## src/rtl/gray_pkg.sv

```systemverilog
// Shared types, default sizes and the Gray-to-binary decode helper for
// the Gray decoder monitor.
package gray_pkg;

    localparam int N_DEF      = 4;
    localparam int ERR_W_DEF  = 8;
    localparam int GRAY_MAX_W = 32;

    typedef enum logic [0:0] {
        INIT = 1'b0,
        RUN  = 1'b1
    } state_t;

    // Width-generic decode: callers zero-extend a narrower Gray word to
    // GRAY_MAX_W, which leaves the low result bits exact for any width.
    function automatic logic [GRAY_MAX_W-1:0] gray2bin(input logic [GRAY_MAX_W-1:0] g);
        logic [GRAY_MAX_W-1:0] b;
        b = {GRAY_MAX_W{1'b0}};
        b[GRAY_MAX_W-1] = g[GRAY_MAX_W-1];
        for (int i = GRAY_MAX_W - 2; i >= 0; i--) begin
            b[i] = b[i+1] ^ g[i];
        end
        return b;
    endfunction

endpackage

```

## src/rtl/gray_sync.sv

```systemverilog
// N-bit two-flop synchronizer for Gray-coded buses crossing into clk.
module gray_sync #(
    parameter int N = 4
) (
    input  logic         clk,
    input  logic         reset,
    input  logic [N-1:0] d,
    output logic [N-1:0] q
);

    logic [N-1:0] meta_r;
    logic [N-1:0] sync_r;

    // Two-stage resynchronisation chain.
    always_ff @(posedge clk or negedge reset) begin
        if (!reset) begin
            meta_r <= {N{1'b0}};
            sync_r <= {N{1'b0}};
        end else begin
            meta_r <= d;
            sync_r <= meta_r;
        end
    end

    assign q = sync_r;

endmodule

```

## src/rtl/gray_decoder_monitor.sv

```systemverilog
// Gray count decoder with step/wrap/illegal-jump checking and a saturating
// error counter. Define GRAY_DECODER_SYNC_EN to insert a two-flop input synchronizer.
module gray_decoder_monitor
    import gray_pkg::*;
#(
    parameter int N     = N_DEF,
    parameter int ERR_W = ERR_W_DEF
) (
    input  logic             clk,
    input  logic             reset,
    input  logic [N-1:0]     gray_in,
    output logic [N-1:0]     bin_out,
    output logic             bin_valid,
    output logic             step,
    output logic             wrap,
    output logic             err,
    output logic [ERR_W-1:0] err_cnt
);

    localparam logic [N-1:0]     ONE_N   = N'(1'b1);
    localparam logic [N-1:0]     ZERO_N  = {N{1'b0}};
    localparam logic [N-1:0]     ALL_N   = {N{1'b1}};
    localparam logic [ERR_W-1:0] ERR_MAX = {ERR_W{1'b1}};
    localparam logic [ERR_W-1:0] ERR_ONE = ERR_W'(1'b1);

    logic [N-1:0] g_q_s;
    logic         cap_vld_s;

`ifdef GRAY_DECODER_SYNC_EN
    logic [1:0] vld_pipe_r;

    gray_sync #(.N(N)) u_gray_sync (
        .clk   (clk),
        .reset (reset),
        .d     (gray_in),
        .q     (g_q_s)
    );

    // Marks when the synchronizer holds a real post-reset sample.
    always_ff @(posedge clk or negedge reset) begin
        if (!reset) begin
            vld_pipe_r <= 2'b00;
        end else begin
            vld_pipe_r <= {vld_pipe_r[0], 1'b1};
        end
    end

    assign cap_vld_s = vld_pipe_r[1];
`else
    logic [N-1:0] g_q_r;
    logic         cap_vld_r;

    // Single capture register plus its sample-present flag.
    always_ff @(posedge clk or negedge reset) begin
        if (!reset) begin
            g_q_r     <= {N{1'b0}};
            cap_vld_r <= 1'b0;
        end else begin
            g_q_r     <= gray_in;
            cap_vld_r <= 1'b1;
        end
    end

    assign g_q_s     = g_q_r;
    assign cap_vld_s = cap_vld_r;
`endif

    state_t           state_r;
    state_t           state_nxt_s;
    logic [N-1:0]     bin_next_s;
    logic [N-1:0]     delta_s;
    logic [N-1:0]     bin_out_r;
    logic             bin_valid_r;
    logic             step_r;
    logic             wrap_r;
    logic             err_r;
    logic [ERR_W-1:0] err_cnt_r;
    logic             valid_nxt_s;
    logic             step_nxt_s;
    logic             wrap_nxt_s;
    logic             err_nxt_s;
    logic [ERR_W-1:0] cnt_nxt_s;

    assign bin_next_s = N'(gray2bin(GRAY_MAX_W'(g_q_s)));
    assign delta_s    = bin_next_s - bin_out_r;

    // State register.
    always_ff @(posedge clk or negedge reset) begin
        if (!reset) begin
            state_r <= INIT;
        end else begin
            state_r <= state_nxt_s;
        end
    end

    // Next state and next flag values; the first sample only arms checking.
    always_comb begin
        state_nxt_s = state_r;
        valid_nxt_s = bin_valid_r;
        step_nxt_s  = 1'b0;
        wrap_nxt_s  = 1'b0;
        err_nxt_s   = 1'b0;
        cnt_nxt_s   = err_cnt_r;
        case (state_r)
            INIT: begin
                if (cap_vld_s) begin
                    state_nxt_s = RUN;
                    valid_nxt_s = 1'b1;
                end else begin
                    state_nxt_s = INIT;
                end
            end
            RUN: begin
                valid_nxt_s = 1'b1;
                if (delta_s == ZERO_N) begin
                    step_nxt_s = 1'b0;
                end else if (delta_s == ONE_N) begin
                    step_nxt_s = 1'b1;
                    wrap_nxt_s = (bin_out_r == ALL_N);
                end else begin
                    err_nxt_s = 1'b1;
                    if (err_cnt_r != ERR_MAX) begin
                        cnt_nxt_s = err_cnt_r + ERR_ONE;
                    end else begin
                        cnt_nxt_s = err_cnt_r;
                    end
                end
            end
            default: begin
                state_nxt_s = INIT;
                valid_nxt_s = 1'b0;
            end
        endcase
    end

    // Output registers; bin_out always follows the decode so checking resyncs after an error.
    always_ff @(posedge clk or negedge reset) begin
        if (!reset) begin
            bin_out_r   <= {N{1'b0}};
            bin_valid_r <= 1'b0;
            step_r      <= 1'b0;
            wrap_r      <= 1'b0;
            err_r       <= 1'b0;
            err_cnt_r   <= {ERR_W{1'b0}};
        end else begin
            bin_out_r   <= bin_next_s;
            bin_valid_r <= valid_nxt_s;
            step_r      <= step_nxt_s;
            wrap_r      <= wrap_nxt_s;
            err_r       <= err_nxt_s;
            err_cnt_r   <= cnt_nxt_s;
        end
    end

    assign bin_out   = bin_out_r;
    assign bin_valid = bin_valid_r;
    assign step      = step_r;
    assign wrap      = wrap_r;
    assign err       = err_r;
    assign err_cnt   = err_cnt_r;

endmodule

```

## config.mk

```make
export PLATFORM = sky130hd
export DESIGN_NAME = gray_decoder_monitor
export DESIGN_NICKNAME = d
export VERILOG_FILES = /design/src/rtl/gray_pkg.sv /design/src/rtl/gray_sync.sv /design/src/rtl/gray_decoder_monitor.sv
export SDC_FILE = /design/constraint.sdc
export NUM_CORES = 1
export LEC_CHECK = 0
export ABC_AREA = 0
export CORE_UTILIZATION = 60
export CTS_BUF_LIST = sky130_fd_sc_hd__clkbuf_8
export CTS_CLUSTER_SIZE = 8
export DETAILED_ROUTE_END_ITERATION = 8
export DONT_BUFFER_PORTS = 1
export GPL_ROUTABILITY_DRIVEN = 1
export PLACE_DENSITY = 0.76
export SLEW_MARGIN = 20
export SYNTH_ARGS = -nofsm -noshare
export SYNTH_HDL_FRONTEND = slang
export SYNTH_SLANG_ARGS = --single-unit
```

## constraint.sdc

```tcl
create_clock -name clk -period 4.5 [get_ports clk]
set_input_delay 0.675 -clock clk [delete_from_list [all_inputs] [get_ports clk]]
set_output_delay 0.675 -clock clk [all_outputs]
set_load 0.1 [all_outputs]
```

==> summary.md, run 1 <==
| Metric | Value |
|---|---|
| Status | finished clean |
| Routed WL per cell | roughly 16 microns |
| Antenna Cells | 0 |
| Final total negative setup slack | 0 ps |
| Placeable core region | ~1400 sq um |
| Remaining antenna violation count after routing | 0 |
| Layout cell share with drive strength beyond 1 | 0.100 |
| Headroom to the max-slew limit | 0.312 |
| Path depth of the worst reg2reg path | 10 |
| Final HPWL DP | roughly 1200 microns |
| Number of buffers inserted by post-CTS setup repair | 0 |
| Seq cells post-synth | 22 |
| Initial detailed-routing violation count | 11 |
| Pin count of the biggest net entering global routing | 23 |
| Clock tree from TritonCTS | built |
| Wire length after detailed routing | approximately 1600 microns |
| Commonest non-fill, non-tap cells in the layout | dfrtp_1, xor2_1, nand2_1 |
| Count of endpoints failing setup in the final report | 0 |
| Reg2reg setup slack | around 1500 ps |
| Distinct cell type count of the synthesized netlist | 26 |
| Maximum clock rate | 0.330 GHz |
| Total Routing Usage GR | 0.212 |
| Final critical-path share of the clock period | 0.673 |
| Unrepaired setup endpoints after global routing | no |
| DRC | 0 |
| Total count of hold-check failures in the final report | 0 |
| Launch instance of the worst register-to-register path | g_q_r[3] |
| Floorplan die height | between 40 and 50 microns |
| Effective utilization at floorplan | 0.683 |
| Netlist area before placement | approximately 940 sq um |
| Root cell of the clock tree | clkbuf_8 |
| Die outline area | 1740 sq um |
| Via Count | 561 |
| Hold Crit Class | in2async |
| Horiz. Die Dim | 41.7 microns |
| Arrival @ worst endpoint | ~3200 ps |
| Number of buffers added to fix hold violations after cts | 0 |
| Crit path required time | between 4000 and 5000 ps |
| Synth Instances | 76 |
| Fin. max-slew vios | 0 |
| Slew @ Worst Pin | slightly above 1000 ps |
| Commonest non-fill, non-tap cell in the layout | dfrtp_1 |
| First-pass GRT wire length | around 2700 microns |
| Routability congestion estimate from global placement | around 0.79 |
| Area Overhead vs Synth | 7.81% |
| Reg clk slew, reported paths | approximately 80 ps |
| Largest clock skew in the final design | about 5.8 ps |
| Number of rows created at floorplan | 13 |
| Sequential cell area fraction in the yosys report | 0.583 |
| Yosys warning count | 0 |
| Sinks on the clock net | 22 |
| Type of element launching the critical path | flop |
| Mean number of vias per cell | 5.91 |
| Number of CTS-inserted buffers | 3 |
| CP endpoint kind | flop |
| Insertion delay to the later sink of the worst-skew pair | ~260 ps |
| Crit Reg-Reg Endpoint | err_cnt[1] |
| Gates resized, CTS repair | 0 |
| Biggest fanout along the worst timing path | 8 |
| Via count of the first global-routing pass | slightly below 600 |
| Number of buffers on the longest clock path | 2 |
| Level count of the clock H-tree | 1 |
| Remaining global-route overflow | 0 |
| Max-cap check violation count | 0 |
| Type of the worst setup path | reg2reg |
| Per-instance average area after synthesis | 12.4 sq um |
| Time the final worst path needs with I/O delays and setup | 3030 ps |
| First drt pass iteration count | 4 |
| I/O pin cnt | 22 |
| # port buffers | 0 |
| Initial antenna violation count | 0 |
| Number of nets in the synthesized netlist | 87 |
| Final net count | between 90 and 100 |
## worst max-delay path, cell delays in order (launching register included)
cell     delay [ps]
dfrtp_1         420
xor2_1          190
xnor2_1         380
xor2_1          160
ha_1            240
fa_1            380
xor2_1          140
nand2_1         120
o31ai_4         420
nor2b_2         110
mux2_1          340
## sequential cells by signal, summed over array words and instances, names as in the netlist
name and flops:
err_cnt 8, bin_out 4, g_q_r 4, bin_valid 1, cap_vld_r 1, err 1
state_r 1, step 1, wrap 1
## metrics by stage
stage | setup slack [ps] | utilization | instance area [sq um] | hold slack (ps) | cells
2_1_floorplan | 1800 | - | 945 | 379 | 76
3_3_place_gp | 1600 | 0.697 | 963 | 380 | 91
3_5_place_dp | 1480 | 0.697 | 963 | 380 | 91
4_1_cts | 1450 | 0.737 | 1020 | 99.8 | 95
5_1_grt | 1330 | 0.737 | 1020 | 87.0 | 95
6_report | 1470 | 0.737 | 1020 | 100 | 95
## per-layer routing
layer / track usage / vias to the layer above / wire length, microns
li1: - / 261 / -
met1: 0.246 / 278 / 666
met2: 0.363 / 18 / 808
met3: 0.0696 / 4 / 51
met4: 0.0774 / 0 / 31
met5: 0 / - / 0
## Yosys cell counts (all sizes together)
library cell / number / share of area
and3: 1 / 0.0066
xor2: 11 / 0.10
ha: 4 / 0.053
nand3: 1 / 0.0053
nor2: 3 / 0.012
inv: 5 / 0.020
or2: 1 / 0.0066
or3: 1 / 0.0066
xnor2: 1 / 0.0093
nand2: 6 / 0.024
nand3b: 1 / 0.0079
a21boi: 1 / 0.012
nor2b: 1 / 0.0093
dfrtp: 22 / 0.58
nand4: 3 / 0.020
fa: 1 / 0.021
conb: 1 / 0.0040
mux2: 1 / 0.012
nor4: 2 / 0.013
nand2b: 1 / 0.0066
nor3: 3 / 0.016
o31ai: 1 / 0.023
a21oi: 1 / 0.0053
and2: 2 / 0.013
and3b: 1 / 0.0093
## final cells by class
class | count | area [sq um]
Clock buffer | 4 | 55.1
Multi-Input combinational cell | 49 | 375
Inverter | 5 | 18.8
Sequential cell | 22 | 551
Tap cell | 15 | 18.8
Fill cell | 90 | 364
## kinds of logic after synthesis
group                    share of synthesized area
AND/OR/NAND/NOR                              0.156
flip-flops                                   0.583
XOR/XNOR                                     0.111
adder cells (fa/ha/maj)                     0.0742
buffers and inverters                       0.0199
AO/OA/AOI/OAI                               0.0397
other                                      0.00397
multiplexers                                0.0119
## worst max-delay path by stage
stage | from | endpoint | slack, ps | cells after the start
floorplan | g_q_r[3] | err_cnt[1] | 1800 | 10
CTS | g_q_r[3] | err_cnt[1] | 1450 | 10
global placement | g_q_r[3] | err_cnt[1] | 1600 | 10
finish | g_q_r[3] | err_cnt[1] | 1470 | 10
detailed placement | g_q_r[3] | err_cnt[1] | 1480 | 10
global route | g_q_r[3] | err_cnt[1] | 1330 | 10
Power of run 1 is not shown: default switching activity piles up to over one toggle a cycle in this logic, so the estimate is an artifact.
==> run 2: changes to the inputs <==
ABC_AREA = 1   (was 0)
clock period = 2.95 ns   (was 4.5 ns; I/O delays follow)
==> summary.md, run 2 <==
| Metric | Value |
|---|---|
| Via count of the first global-routing pass | 694 (+19%) |
| Final net count | 148 (+61%) |
| Path depth of the worst reg2reg path | 14 (+4) |
| Layout cell share with drive strength beyond 1 | 0.228 (+0.128) |
| Time the final worst path needs with I/O delays and setup | 2700 ps (-324 ps) |
| Reg clk slew, reported paths | 70 ps (about the same) |
| Post-layout util | 0.748 (+0.0112) |
| Max-cap check violation count | 0 (unchanged) |
| Max reg flops | 8 (unchanged) |
| # port buffers | 0 (unchanged) |
| Hold Crit Class | in2reg |
| Category of cells accounting for the largest share of critical-path delay | simple AND/OR/NAND/NOR gates |
| Antenna Cells | 0 (unchanged) |
| Unrepaired setup endpoints after global routing | no |
| Crit. path cell count | 14 (+4) |
| Total count of hold-check failures in the final report | 0 (unchanged) |
| Final HPWL DP | 1370 microns (+18%) |
| Number of buffers and inverters on the critical path | 1 (+1) |
| Routed WL per cell | 11.1 microns (-33%) |
| Total Routing Usage GR | 0.202 (-0.00948) |
| Cell types with the largest area share after synthesis | dfrtp_1, nand2_1, ha_1 |
| Count of endpoints failing setup in the final report | 0 (unchanged) |
| First-pass GRT wire length | 2840 microns (+7.0%) |
| Effective utilization at floorplan | 0.635 (-0.0485) |
| Clock tree from TritonCTS | built |
| Sequential cell area fraction in the yosys report | 0.502 (-0.0805) |
| Leak pwr | between 0.6 and 0.7 nW |
| Initial detailed-routing violation count | 12 (+1) |
| Final total negative setup slack | 0 ps (unchanged) |
| Initial antenna violation count | 0 (unchanged) |
| Netlist area before placement | 1100 sq um (+16%) |
| Via Count | 819 (+46%) |
| Number of CTS-inserted buffers | 3 (unchanged) |
| Final critical-path share of the clock period | 0.916 (+0.244) |
| Floorplan die height | 44.7 microns (+7.3%) |
| Die outline area | 2000 sq um (+15%) |
| DRC | 0 (unchanged) |
| Placeable core region | 1730 sq um (+25%) |
| Wire length after detailed routing | 1780 microns (+14%) |
| Horiz. Die Dim | 44.7 microns (+7.3%) |
| Insertion delay to the later sink of the worst-skew pair | 260 ps (about the same) |
| Area leader, netlist | dfrtp_1 |
| Mean number of vias per cell | 5.09 (-14%) |
| Synth Instances | 120 (+58%) |
| Share of Yosys cell area claimed by the top area cell type | 0.502 (-0.0805) |
| Type of the worst setup path | reg2reg |
| Largest stage delay, worst path | 490 ps (+70 ps) |
| Routability congestion estimate from global placement | 0.820 (+3.7%) |
| Level count of the clock H-tree | 1 (unchanged) |
| Max stage delay cell, worst path | fa_1 |
| Sinks on the clock net | 22 (unchanged) |
| Min Hold Slack | 209 ps (+109 ps) |
| Number of nets in the synthesized netlist | 131 (+51%) |
| Status | finished clean |
| Crit path cell chain | xor2_1 -> nand2_1 -> nand2_2 -> nand2_2 -> nand2_2 -> inv_2 -> ha_1 -> fa_1 -> nand2_1 -> nor2_1 -> nand3_2 -> nand2_2 -> nand2_1 -> nand2_1 |
| Commonest non-fill, non-tap cells in the layout | nand2_1, dfrtp_1, buf_4 |
| Hold Path Depth | 0 |
| Seq cells post-synth | 22 (unchanged) |
| Headroom to the max-slew limit | 0.393 (+0.0814) |
| Maximum clock rate | 0.370 GHz (+12%) |
| Pin count of the biggest net entering global routing | 23 (unchanged) |
| Gates resized, CTS repair | 0 (unchanged) |
| Yosys warning count | 0 (unchanged) |
| Area Overhead vs Synth | 17.8% |
| Most instantiated flip-flop cell in the synthesis netlist | dfrtp_1 |
| Crit path required time | 3140 ps (-1490 ps) |
| Placed cell count | 156 (+71%) |
| Async SR Flop Fraction | 1.00 (unchanged) |
| Root cell of the clock tree | clkbuf_8 |
| Fin. max-slew vios | 0 (unchanged) |
| Total power divided by cell area | approximately 1100 nW/um^2 |
| Biggest fanout along the worst timing path | 11 (+3) |
| I/O pin cnt | 22 (unchanged) |
| Post-route non-filler standard cell count | 161 (+69%) |
| Arrival @ worst endpoint | 2900 ps (-260 ps) |
| Slew @ Worst Pin | 908 ps (-125 ps) |
| Number of rows created at floorplan | 15 (+2) |
| Count of flip-flops with a built-in enable after synthesis | 0 (unchanged) |
| Most common cell in the synthesized netlist | nand2_1 |
| Commonest non-fill, non-tap cell in the layout | nand2_1 |
| Number of buffers on the longest clock path | 2 (unchanged) |
| Peak ir drop on the vdd network | around 0.96 mV |
| Largest clock skew in the final design | 1.24 ps (-4.52 ps) |
| List of most frequent post-synthesis cells | nand2_1, dfrtp_1, inv_1, nand3_1, nor2_1 |
| Type of element launching the critical path | flop |
| CP endpoint kind | flop |
| Remaining antenna violation count after routing | 0 (unchanged) |
| Distinct cell type count of the synthesized netlist | 23 (-12%) |
| Per-instance average area after synthesis | 9.13 sq um (-27%) |
| Remaining global-route overflow | 0 (unchanged) |
| First drt pass iteration count | 4 (unchanged) |
run 2: path summary, 6_finish.rpt:
kind                            start  slack, ps         end
max                          g_q_r[3]        250  err_cnt[1]
min reg2reg                 cap_vld_r        450     state_r
min                        gray_in[1]        210    g_q_r[1]
max in group asynchronous       reset       1640  err_cnt[7]
max reg2reg                  g_q_r[3]        250  err_cnt[1]
min in group asynchronous       reset        760  bin_out[0]
run 2: area by class of cell:
class	instances	area (sq um)
Clock buffer	3	41.3
Clock inverter	1	30.0
Fill cell	127	435
Inverter	15	56.3
Multi-Input combinational cell	82	482
Sequential cell	22	551
Tap cell	25	31.3
Timing Repair Buffer	13	100
run 2: repair_timing:
item	4_1_cts	5_1_grt
endpoints found under the hold margin	22	0
setup endpoints to repair	0	0
hold buffers	1	0
setup buffers	0	0
run 2: cell families after synthesis:
logic type | after synthesis | share of synthesized area
simple gates | 67 | 0.291
flops | 22 | 0.502
buf+inv | 16 | 0.0582
xor+xnor | 7 | 0.0559
fa+ha+maj | 5 | 0.0639
compound gates | 2 | 0.0251
other cells | 1 | 0.00342
run 2: layer usage:
layer	vias to the layer above	global-route usage	share of wire
met1	384	0.266	0.44
met5	-	0	0
met2	28	0.332	0.49
li1	405	-	-
met4	0	0.0364	0.0084
met3	2	0.0680	0.057
run 2: metrics by stage:
step                area (sq um)  power (W)  setup WS, ps
floorplan                   1100    0.00105           556
finish                      1290    0.00146           246
CTS                         1290    0.00146           243
detailed placement          1210    0.00119           261
global route                1290    0.00153          11.6
global placement            1210    0.00117           364
run 2: power by group:
part / switching (W) / internal (W)
clock: 0.0000885 / 0.000181
combinational: 0.000578 / 0.000167
sequential: 0.0000806 / 0.000361
Power figures use the tool's default switching activity.
==> run 3: changes to the inputs <==
ABC_AREA = 0   (was 1)
==> summary.md, run 3 (synthesis gave the netlist of run 1 again) <==
| Metric | Value |
|---|---|
| Status | finished clean |
| Min Hold Slack | 204 ps (-5.21 ps) |
| Initial antenna violation count | 0 (unchanged) |
| Horiz. Die Dim | 41.7 microns (-6.8%) |
| Final HPWL DP | 1060 microns (-23%) |
| Grt met1 use | 0.278 (+0.0121) |
| Crit path cell chain | xor2_2 -> xnor2_2 -> xor2_1 -> ha_1 -> fa_1 -> xor2_1 -> nand2_1 -> o31ai_4 -> nor2b_2 -> mux2_1 |
| Reg2reg setup slack | 130 ps (-120 ps) |
| Number of buffers on the longest clock path | 2 (unchanged) |
| First-pass GRT wire length | 2590 microns (-9.0%) |
| Layout cell share with drive strength beyond 1 | 0.253 (+0.0247) |
| Max reg flops | 8 (unchanged) |
| DRC | 0 (unchanged) |
| Headroom to the max-slew limit | 0.383 (-0.00987) |
| Sequential cell area | 551 sq um (unchanged) |
| Crit. path cell count | 10 (-4) |
| Sinks on the clock net | 22 (unchanged) |
| Arrival @ worst endpoint | 2970 ps (+70 ps) |
| Met3 Resource Use GR | 0.0304 (-0.0376) |
| Max-cap check violation count | 0 (unchanged) |
| Most Frequent Cell on Critical Path | xor2_1 |
| Type of element launching the critical path | flop |
| Final critical-path share of the clock period | 0.957 (+0.0404) |
| Crit path required time | 3100 ps (-40 ps) |
| Category of cells accounting for the largest share of critical-path delay | XOR/XNOR gates |
| First drt pass iteration count | 4 (unchanged) |
| GRT busiest layer | met2 |
| Root cell of the clock tree | clkbuf_8 |
| Placeable core region | 1380 sq um (-20%) |
| CP endpoint kind | flop |
| # port buffers | 0 (unchanged) |
| Hold Crit Class | in2reg |
| Maximum clock rate | 0.354 GHz (-4.2%) |
| Total Routing Usage GR | 0.198 (-0.00376) |
| Floorplan die height | 41.7 microns (-6.8%) |
| Die outline area | 1740 sq um (-13%) |
| Number of CTS-inserted buffers | 3 (unchanged) |
| Max stage delay cell, worst path | dfrtp_1 |
| Area Overhead vs Synth | 23.3% |
| I/O pin cnt | 22 (unchanged) |
| Time the final worst path needs with I/O delays and setup | 2820 ps (+119 ps) |
| Slew @ Worst Pin | 922 ps (+14.8 ps) |
| Commonest non-fill, non-tap cell in the layout | dfrtp_1 |
| Routed WL per cell | 14.4 microns (+30%) |
| Wire length after detailed routing | 1580 microns (-11%) |
| Number of rows created at floorplan | 13 (-2) |
| Initial detailed-routing violation count | 17 (+5) |
| Level count of the clock H-tree | 1 (unchanged) |
| Pin count of the biggest net entering global routing | 23 (unchanged) |
| Hold Path Depth | 0 (unchanged) |
| Antenna Cells | 0 (unchanged) |
| Largest stage delay, worst path | 430 ps (-60 ps) |
| Number of fill cells | 71 (-44%) |
| Number of buffers and inverters on the critical path | 0 (-1) |
| Fin. max-slew vios | 0 (unchanged) |
| Count of endpoints failing setup in the final report | 0 (unchanged) |
| Total count of hold-check failures in the final report | 0 (unchanged) |
| Via count of the first global-routing pass | 590 (-15%) |
| Mean number of vias per cell | 5.59 (+9.9%) |
| Commonest non-fill, non-tap cells in the layout | dfrtp_1, buf_4, xor2_1 |
| Remaining global-route overflow | 0 (unchanged) |
| Path depth of the worst reg2reg path | 10 (-4) |
| Area occupied by multi-input gates | 390 sq um (-19%) |
| Type of the worst setup path | reg2reg |
| Biggest fanout along the worst timing path | 5 (-6) |
| Placed cell count | 104 (-33%) |
| Post-route non-filler standard cell count | 110 (-32%) |
| Via Count | 615 (-25%) |
| Routability congestion estimate from global placement | 0.828 (+0.96%) |
| Insertion delay to the later sink of the worst-skew pair | 260 ps (about the same) |
| Largest clock skew in the final design | 1.52 ps (+0.279 ps) |
| Final net count | 107 (-28%) |
| Effective utilization at floorplan | 0.683 (+0.0485) |
| Remaining antenna violation count after routing | 0 (unchanged) |
| Global routing usage on met2 | 0.313 (-0.0199) |
| Clock tree from TritonCTS | built |
| Reg clk slew, reported paths | 80 ps (about the same) |
-- run 3: changes by cell type in the layout (fill, tap and decap cells not counted), sizes merged, moves of 2 or more --
cell and change:
nand2 -33, inv -10, nand3 -10, xor2 +6, nor2 -5, a31oi -2, and2 +2, buf +2
nor3 +2, nor4 +2, or2 -2
-- run 3: stage by stage --
step                setup WS (ps)  setup TNS (ps)  instance area [sq um]  utilization
global route                -25.5           -25.5                   1160        0.843
global placement              153               0                   1060        0.767
CTS                          34.0               0                   1140        0.826
floorplan                     249               0                    945            -
detailed placement           97.2               0                   1060        0.767
finish                        127               0                   1160        0.843
-- run 3: final timing paths --
path | startpoint | to
max | g_q_r[3] | err_cnt[1]
min | gray_in[0] | g_q_r[0]
max reg2reg | g_q_r[3] | err_cnt[1]
min reg2reg | cap_vld_r | state_r
max in group asynchronous | reset | g_q_r[1]
min in group asynchronous | reset | bin_out[2]
-- run 3: cell type report --
class / instances / area share
Sequential cell: 22 / 0.473
Multi-Input combinational cell: 49 / 0.335
Timing Repair Buffer: 15 / 0.0988
Clock buffer: 3 / 0.0354
Clock inverter: 1 / 0.0258
Inverter: 5 / 0.0161
Tap cell: 15 / 0.0161
-- run 3: layer usage --
layer  up-vias  share of wire
met1       298           0.45
li1        291              -
met4         0          0.023
met5         -              0
met3         4          0.045
met2        22           0.48
-- run 3: what timing repair did --
| item | in CTS | in global routing |
|---|---|---|
| resized for setup | 0 | 2 |
| endpoints found under the setup margin | 0 | 8 |
| hold buffers | 1 | 0 |
| setup buffers | 0 | 1 |
| hold endpoints to repair | 22 | 0 |
-- run 3: worst register-to-register path, stage by stage (launching register included) --
cell	delay [ps]
dfrtp_1	430
xor2_2	200
xnor2_2	270
xor2_1	140
ha_1	230
fa_1	390
xor2_1	200
nand2_1	140
o31ai_4	300
nor2b_2	100
mux2_1	320
Power of run 3 is left out for the same reason.
